--- src/rtl/game_controller.sv ---
// Top-level sequencer for a 2048-style game: owns the board register and drives
// the external move/merge and random-tile units through start/done handshakes.
module game_controller #(
  parameter int WIN_EXP = 11
) (
  input  logic             clk,
  input  logic             reset_input,
  input  logic             btn_up,
  input  logic             btn_down,
  input  logic             btn_left,
  input  logic             btn_right,
  input  logic             new_game,
  output logic             move_start,
  output logic [1:0]       move_dir,
  input  logic             move_done,
  input  logic             move_changed,
  input  logic [15:0][3:0] move_matrix_in,
  output logic             spawn_start,
  input  logic             spawn_done,
  input  logic [15:0][3:0] spawn_matrix_in,
  output logic [15:0][3:0] board_out,
  output logic             busy,
  output logic             game_won,
  output logic             game_over,
  output logic [15:0]      move_count
);

  typedef enum logic [3:0] {
    S_CLEAR,
    S_SPAWN1,
    S_SPAWN2,
    S_WAIT_INPUT,
    S_MOVE,
    S_SPAWN,
    S_CHECK,
    S_WIN,
    S_LOSE
  } state_e;

  state_e           state_q, state_d;
  logic             started_q, started_d;
  logic [1:0]       dir_q, dir_d;
  logic [15:0][3:0] board_q, board_d;
  logic [15:0]      count_q, count_d;

  logic any_win, any_empty, any_pair;

  // Board evaluation used by CHECK: win threshold, empty cells, mergeable neighbours.
  always_comb begin
    any_win   = 1'b0;
    any_empty = 1'b0;
    any_pair  = 1'b0;
    for (int i = 0; i < 16; i++) begin
      if (int'(board_q[i]) >= WIN_EXP) any_win = 1'b1;
      if (board_q[i] == 4'd0) any_empty = 1'b1;
    end
    for (int r = 0; r < 4; r++) begin
      for (int c = 0; c < 3; c++) begin
        if (board_q[r*4+c] != 4'd0 && board_q[r*4+c] == board_q[r*4+c+1]) any_pair = 1'b1;
      end
    end
    for (int i = 0; i < 12; i++) begin
      if (board_q[i] != 4'd0 && board_q[i] == board_q[i+4]) any_pair = 1'b1;
    end
  end

  always_comb begin
    // NOTE: every variable gets a default first so no path leaves one unassigned (no latches).
    state_d     = state_q;
    started_d   = started_q;
    dir_d       = dir_q;
    board_d     = board_q;
    count_d     = count_q;
    move_start  = 1'b0;
    spawn_start = 1'b0;

    unique case (state_q)
      S_CLEAR: begin
        board_d = '0;
        count_d = '0;
        state_d = S_SPAWN1;
      end
      S_SPAWN1, S_SPAWN2, S_SPAWN: begin
        // started_q gates done so a done in the pulse cycle itself is ignored.
        if (!started_q) begin
          spawn_start = 1'b1;
          started_d   = 1'b1;
        end else if (spawn_done) begin
          board_d   = spawn_matrix_in;
          started_d = 1'b0;
          state_d   = (state_q == S_SPAWN1) ? S_SPAWN2 : S_CHECK;
        end
      end
      S_WAIT_INPUT: begin
        if (btn_up) begin
          dir_d   = 2'b00;
          state_d = S_MOVE;
        end else if (btn_down) begin
          dir_d   = 2'b01;
          state_d = S_MOVE;
        end else if (btn_left) begin
          dir_d   = 2'b10;
          state_d = S_MOVE;
        end else if (btn_right) begin
          dir_d   = 2'b11;
          state_d = S_MOVE;
        end
      end
      S_MOVE: begin
        if (!started_q) begin
          move_start = 1'b1;
          started_d  = 1'b1;
        end else if (move_done) begin
          started_d = 1'b0;
          if (move_changed) begin
            board_d = move_matrix_in;
            if (count_q != 16'hFFFF) count_d = count_q + 16'd1;
            state_d = S_SPAWN;
          end else begin
            state_d = S_WAIT_INPUT;
          end
        end
      end
      S_CHECK: begin
        if (any_win)                      state_d = S_WIN;
        else if (!any_empty && !any_pair) state_d = S_LOSE;
        else                              state_d = S_WAIT_INPUT;
      end
      S_WIN, S_LOSE: ;
      default: state_d = S_CLEAR;
    endcase

    // Restart overrides everything in the same cycle, including any done that arrives.
    if (new_game) begin
      state_d     = S_CLEAR;
      started_d   = 1'b0;
      dir_d       = dir_q;
      board_d     = board_q;
      count_d     = count_q;
      move_start  = 1'b0;
      spawn_start = 1'b0;
    end
  end

  // NOTE: state registers use non-blocking assignments so all flops update together.
  always_ff @(posedge clk or negedge reset_input) begin
    if (!reset_input) begin
      state_q   <= S_CLEAR;
      started_q <= 1'b0;
      dir_q     <= 2'b00;
      board_q   <= '0;
      count_q   <= '0;
    end else begin
      state_q   <= state_d;
      started_q <= started_d;
      dir_q     <= dir_d;
      board_q   <= board_d;
      count_q   <= count_d;
    end
  end

  assign move_dir   = dir_q;
  assign board_out  = board_q;
  assign move_count = count_q;
  assign busy       = !(state_q inside {S_WAIT_INPUT, S_WIN, S_LOSE});
  assign game_won   = (state_q == S_WIN);
  assign game_over  = (state_q == S_LOSE);

endmodule
--- config.mk ---
export PLATFORM = sky130hd
export DESIGN_NAME = game_controller
export DESIGN_NICKNAME = d
export VERILOG_FILES = /design/src/rtl/game_controller.sv
export SDC_FILE = /design/constraint.sdc
export NUM_CORES = 1
export LEC_CHECK = 0
export CAP_MARGIN = 40
export CORE_MARGIN = 4
export CORE_UTILIZATION = 30
export DETAILED_ROUTE_END_ITERATION = 8
export DONT_BUFFER_PORTS = 1
export GPL_TIMING_DRIVEN = 1
export SLEW_MARGIN = 0
export SYNTH_ARGS = -nofsm -noshare
export SYNTH_HDL_FRONTEND = slang
export SYNTH_SLANG_ARGS = --single-unit
--- constraint.sdc ---
create_clock -name clk -period 4.7 [get_ports clk]
set_input_delay 0.47 -clock clk [delete_from_list [all_inputs] [get_ports clk]]
set_output_delay 0.47 -clock clk [all_outputs]
set_load 0.03 [all_outputs]
* After elaboration in Yosys (flattened, before gate mapping)
Cells that the tools add are included.
Cells by class: add/sub/neg operators 1, magnitude comparators 16, equality and inequality tests 45, muxes and demuxes 96, bitwise operators 1, reduce and logical (&&, ||, !) cells 71
Operators with widths (number):
- 64-bit 2-to-1 mux | 5
- 64-bit one-hot mux with 3 select lines | 1
- 4-bit equality test | 24
- 4-bit zero test | 17
- 1-bit 2-to-1 mux | 66
- 4-bit >= comparator (second input constant) | 16
- 16-bit 2-to-1 mux | 4
- 4-bit nonzero test | 16
- 4-bit 2-to-1 mux | 11
- 16-bit one-hot mux with 2 select lines | 1
- 1-bit logical AND | 25
- 4-bit one-hot mux with 6 select lines | 1
- 16-bit by 1-bit adder with 16-bit output (second input constant) | 1
- 4-bit by 3-bit equality test with 1-bit output (second input constant) | 4
- 16-bit inequality test (second input constant) | 1
- 2-bit inequality test (second input constant) | 7
- 3-bit inequality test (second input constant) | 4
- 6-bit AND reduction | 2
- 3-bit nonzero test | 3
- 4-bit by 2-bit equality test with 1-bit output (second input constant) | 2
- 2-bit 2-to-1 mux | 4
- 7-bit AND reduction | 1
- 3-bit 2-to-1 mux | 2
- 6-bit inequality test (second input constant) | 1
- 9 further kinds | 11
Word-level totals: register bits after elaboration 87, input bits 138, word-level logic and storage cells 250

* Depth between registers and ports, before layout
word-level depth 32, depth in mapped cells 11

* Worst setup path before layout
No wires, ideal clock.
kind reg-to-output, start point reg state_q[2], end point out busy, arrival time 2.282 ns, required time 4.230 ns, path slack 1.948 ns, cell stages (with the launch flop) 5, buffers on the path 2, path through dfrtp_1 clkbuf_1 clkbuf_1 nor4b_1 nor2_1
Between the ends: word-level cells in the longest chain between the ends 3, elaborated cells between the ends (all ways) 5
Ends and longest elaborated chain:
- from (decl) | line 40 | state_e state_q, state_d;
- from (signal assigned) | line 154 | state_q <= state_d;
- 4-bit equality test
- named net game_over | line 24 | output logic game_over,
- 3-bit nonzero test | line 165 | assign busy = !(state_q inside {S_WAIT_INPUT, S_WIN, S_LOSE});
- 1-bit zero test | line 165
- to (decl) | line 22 | output logic busy,
The timed path passes the listed nets, and every way through them passes these cells.

* Worst setup path after layout
start point reg count_q[0], in the netlist move_count[0], end point reg count_q[7], in the netlist move_count[7]
Between the ends: word-level cells in the longest chain between the ends 6, elaborated cells between the ends (all ways) 9
Ends and longest elaborated chain:
- from (decl) | line 44 | logic [15:0] count_q, count_d;
- from (signal assigned) | line 158 | count_q <= count_d;
- 16-bit by 1-bit adder with 16-bit output | line 117 | if (count_q != 16'hFFFF) count_d = count_q + 16'd1;
- 16-bit 2-to-1 mux | line 117
- 16-bit 2-to-1 mux | line 115 | if (move_changed) begin
- 16-bit 2-to-1 mux | line 113 | end else if (move_done) begin
- 16-bit 2-to-1 mux | line 110 | if (!started_q) begin
- 16-bit one-hot mux with 2 select lines | line 77 | unique case (state_q)
Parallel ways exist; a longest one is shown, timed or not. The select of a mux whose other input is x is not followed. A chain may end at the register's enable or synchronous reset.

==> impl_metrics.tcl <==
set metrics [dict create \
    status "finished, final reports clean" \
    endpoint_kind "flip-flop" \
    yosys_warnings 0 \
    place.gp.congestion 0.900 \
    final_max_slew_viol_count 0 \
    cts-root-buf "clkbuf_16" \
    clk_latency_ns 0.36 \
    setup_violations 0 \
    crit_fanout 28 \
    fin_crit_ns 2.81 \
    clock_path_buffers 2 \
    clock_skew_ns 0.00929 \
    drt-total-wl_mm 18.6 \
    p_int_mw 2.66 \
    pwr-share-seq_pct 45.5 \
    grt_pass1_vias 4695 \
    cts_buffers 9 \
    critPathRequiredTime_ns 4.95 \
    max_stage_delay_ns 0.85 \
    synth_area_leaders "dfrtp_1 36%, a22oi_1 9.5%, xor2_1 7.6%, xnor2_1 6.4%, a21oi_1 6.1%" \
    cts_tree "yes" \
    critPathKind "reg2reg" \
    clk_pin_slew_ns 0.07 \
    path_buf_inv 0 \
    synthSimpleGateAreaFrac_pct 18.1 \
    hold_viol_final 0 \
    seq_area_frac_synth_pct 36.4 \
    ys.flop_type "dfrtp_1" \
    synth_edf_count 0 \
    nets 783 \
    cts_max_level 3 \
    antenna_found_initial 0 \
    synthCells 709 \
    peakVddDrop_mv 0.346 \
    cap_violations 0 \
    final.fill_count 2057 \
    setup.worst_path.start "move_count[0]" \
    hold_path_class "in2async" \
    wl_per_cell_um 20.4 \
    portBuffers 0 \
    cts_sinks 87 \
    cp_top_family "compound AO/OA/AOI/OAI gates" \
    vias 4994 \
    cp_data_arrival_time_ns 3.06 \
    utilization_pct 32.6 \
    netlist_area_mm2 0.00598 \
    drcViolationCount 0 \
    diodes 0 \
    cts_setup_buffers 0 \
    area_growth_pct 6.57 \
    io_pins 225 \
    synth_compound_area_share_pct 23.3 \
    drtAntennaViolNets 0 \
    clock.fmax_ghz 0.356 \
    yosysTopAreaCell "dfrtp_1" \
    rr_startpoint "move_count[0]" \
    detail_route.iter0.violations 350 \
    leakage_nw 2.49 \
    cp-start-kind "flip-flop" \
    grt_pass1_wl_mm 28.2 \
    synth_seq_cells 87 \
    core.rowCount 51 \
    path_cells "ha_1 -> nand3_1 -> nor3_2 -> a41o_1 -> nor2_1 -> mux2_2 -> a22o_1" \
    slowest_stage "a41o_1" \
    overflow 0 \
    hpwl_mm 14.2 \
    yosys.area_share.xor_xnor_pct 14.1 \
    p_per_area_mw_per_mm2 920 \
    cts_resized 0 \
    final.setup.tns_ns 0 \
    power_frac_clock_pct 14.0 \
    synth_cell_types 50 \
    worst_pin_slew_ns 0.928 \
    drive_gt1_share_pct 6.16 \
    mappedNetlistNets 848 \
    postCtsHoldBufs 1 \
    initial_core_util_pct 30.6 \
    yosys-top-cells-count "97 x nor2_1, 87 x dfrtp_1, 76 x a22oi_1, 73 x a21oi_1, 52 x xor2_1" \
    synthAdderAreaFrac_pct 0.209 \
    slew_headroom_pct 38.1 \
    dr.pass1.iters 5 \
    combinationalPowerShare_pct 40.5 \
    postSynth.asyncResetShare_pct 100 \
    grt_max_degree 88 \
    grt.total_usage_pct 16.4 \
    netSwitchingFraction_pct 54.6 \
    p_sw_mw 3.20 \
    die-area_mm2 0.0223 \
    vias_per_cell 5.46 \
    yosys.cell_count.top_type "nor2_1" \
    synth_top_family_by_area "compound AO/OA/AOI/OAI gates" \
    synthMuxAreaShare_pct 1.09 \
    coreArea_mm2 0.0195 \
    grt_setup_unrepaired "no" \
    fp.dieH_um 149 \
    syn_area_per_cell_um2 8.43 \
    die_width_um 149 \
    fin_crit_sh_pct 59.8 \
    synth_top_area_share_pct 36.4 \
]
-- per-stage QoR --
step / power, mW / setup WS (ns) / area [um^2] / instances / hold WS [ns]
after global routing: 6.34 / 1.63 / 6370 / 914 / 0.0605
after global placement: 4.99 / 1.67 / 5970 / 893 / 0.178
after floorplan: 4.46 / 1.95 / 5980 / 709 / 0.174
final: 5.86 / 1.89 / 6370 / 914 / 0.0281
after detailed placement: 5.08 / 1.86 / 6010 / 897 / 0.178
after CTS: 5.94 / 1.85 / 6370 / 914 / 0.0416
-- logic make-up after synthesis --
| logic type | Yosys count |
|---|---|
| AND/OR/NAND/NOR | 223 |
| AO/OA/AOI/OAI | 209 |
| XOR/XNOR | 96 |
| buffers and inverters | 87 |
| flip-flops | 87 |
| multiplexers | 6 |
| adder cells (fa/ha/maj) | 1 |
-- placed cells by master, fill, tap and decap left out, drive strengths merged, types with 4 or more instances in the layout --
| cell | count |
|---|---|
| nand2b | 4 |
| nand2 | 27 |
| a22oi | 76 |
| buf | 10 |
| xnor2 | 44 |
| o21ai | 10 |
| a21o | 22 |
| xor2 | 52 |
| nor3 | 27 |
| o21a | 4 |
| mux2 | 4 |
| nand4 | 11 |
| nand3 | 12 |
| nor2 | 97 |
| a21oi | 73 |
| a22o | 11 |
| inv | 6 |
| clkbuf | 9 |
| dfrtp | 87 |
| nor4 | 31 |
-- per-layer routing --
layer	wire, um	vias up	track usage, %	share of wire, %
met2	8710	219	26.3	47
met5	0	-	0	0
li1	-	2414	-	-
met4	375	0	5.31	2.0
met3	1580	29	4.71	8.5
met1	7960	2332	21.5	43
-- flip-flops by register name, summed over array words and instances (netlist names) --
name        flops
board_out      64
move_count     16
state_q         4
move_dir        2
started_q       1
-- path summary, 6_finish.rpt --
path,slack [ns],depth (start not counted),to
worst max-delay path,1.89,7,move_count[7]
worst min-delay path,0.03,1,move_count[5]
max in group asynchronous,4.33,1,board_out[60]
min in group clk,0.17,1,started_q
worst min register to register,0.65,1,started_q
worst max register to register,1.89,7,move_count[7]
-- layout make-up --
class / instances / area [um^2] / share of cell area (%)
flip-flops and latches: 87 / 2180 / 34.2
clock inverters: 7 / 106 / 1.67
clock buffers: 9 / 225 / 3.53
repair buffers: 10 / 110 / 1.73
well taps: 265 / 332 / 5.20
multi-input cells: 535 / 3420 / 53.6
inverters: 1 / 3.75 / 0.0589
-- power groups by stage --
| stage | registers, mW | clock network [mW] | logic [mW] |
|---|---|---|---|
| after floorplan | 1.93 | 0 | 2.53 |
| after global placement | 2.72 | 0 | 2.27 |
| after detailed placement | 2.71 | 0 | 2.37 |
| after CTS | 2.69 | 0.850 | 2.40 |
| after global routing | 2.75 | 0.874 | 2.71 |
| final | 2.67 | 0.820 | 2.38 |
Power figures use the tool's default switching activity.
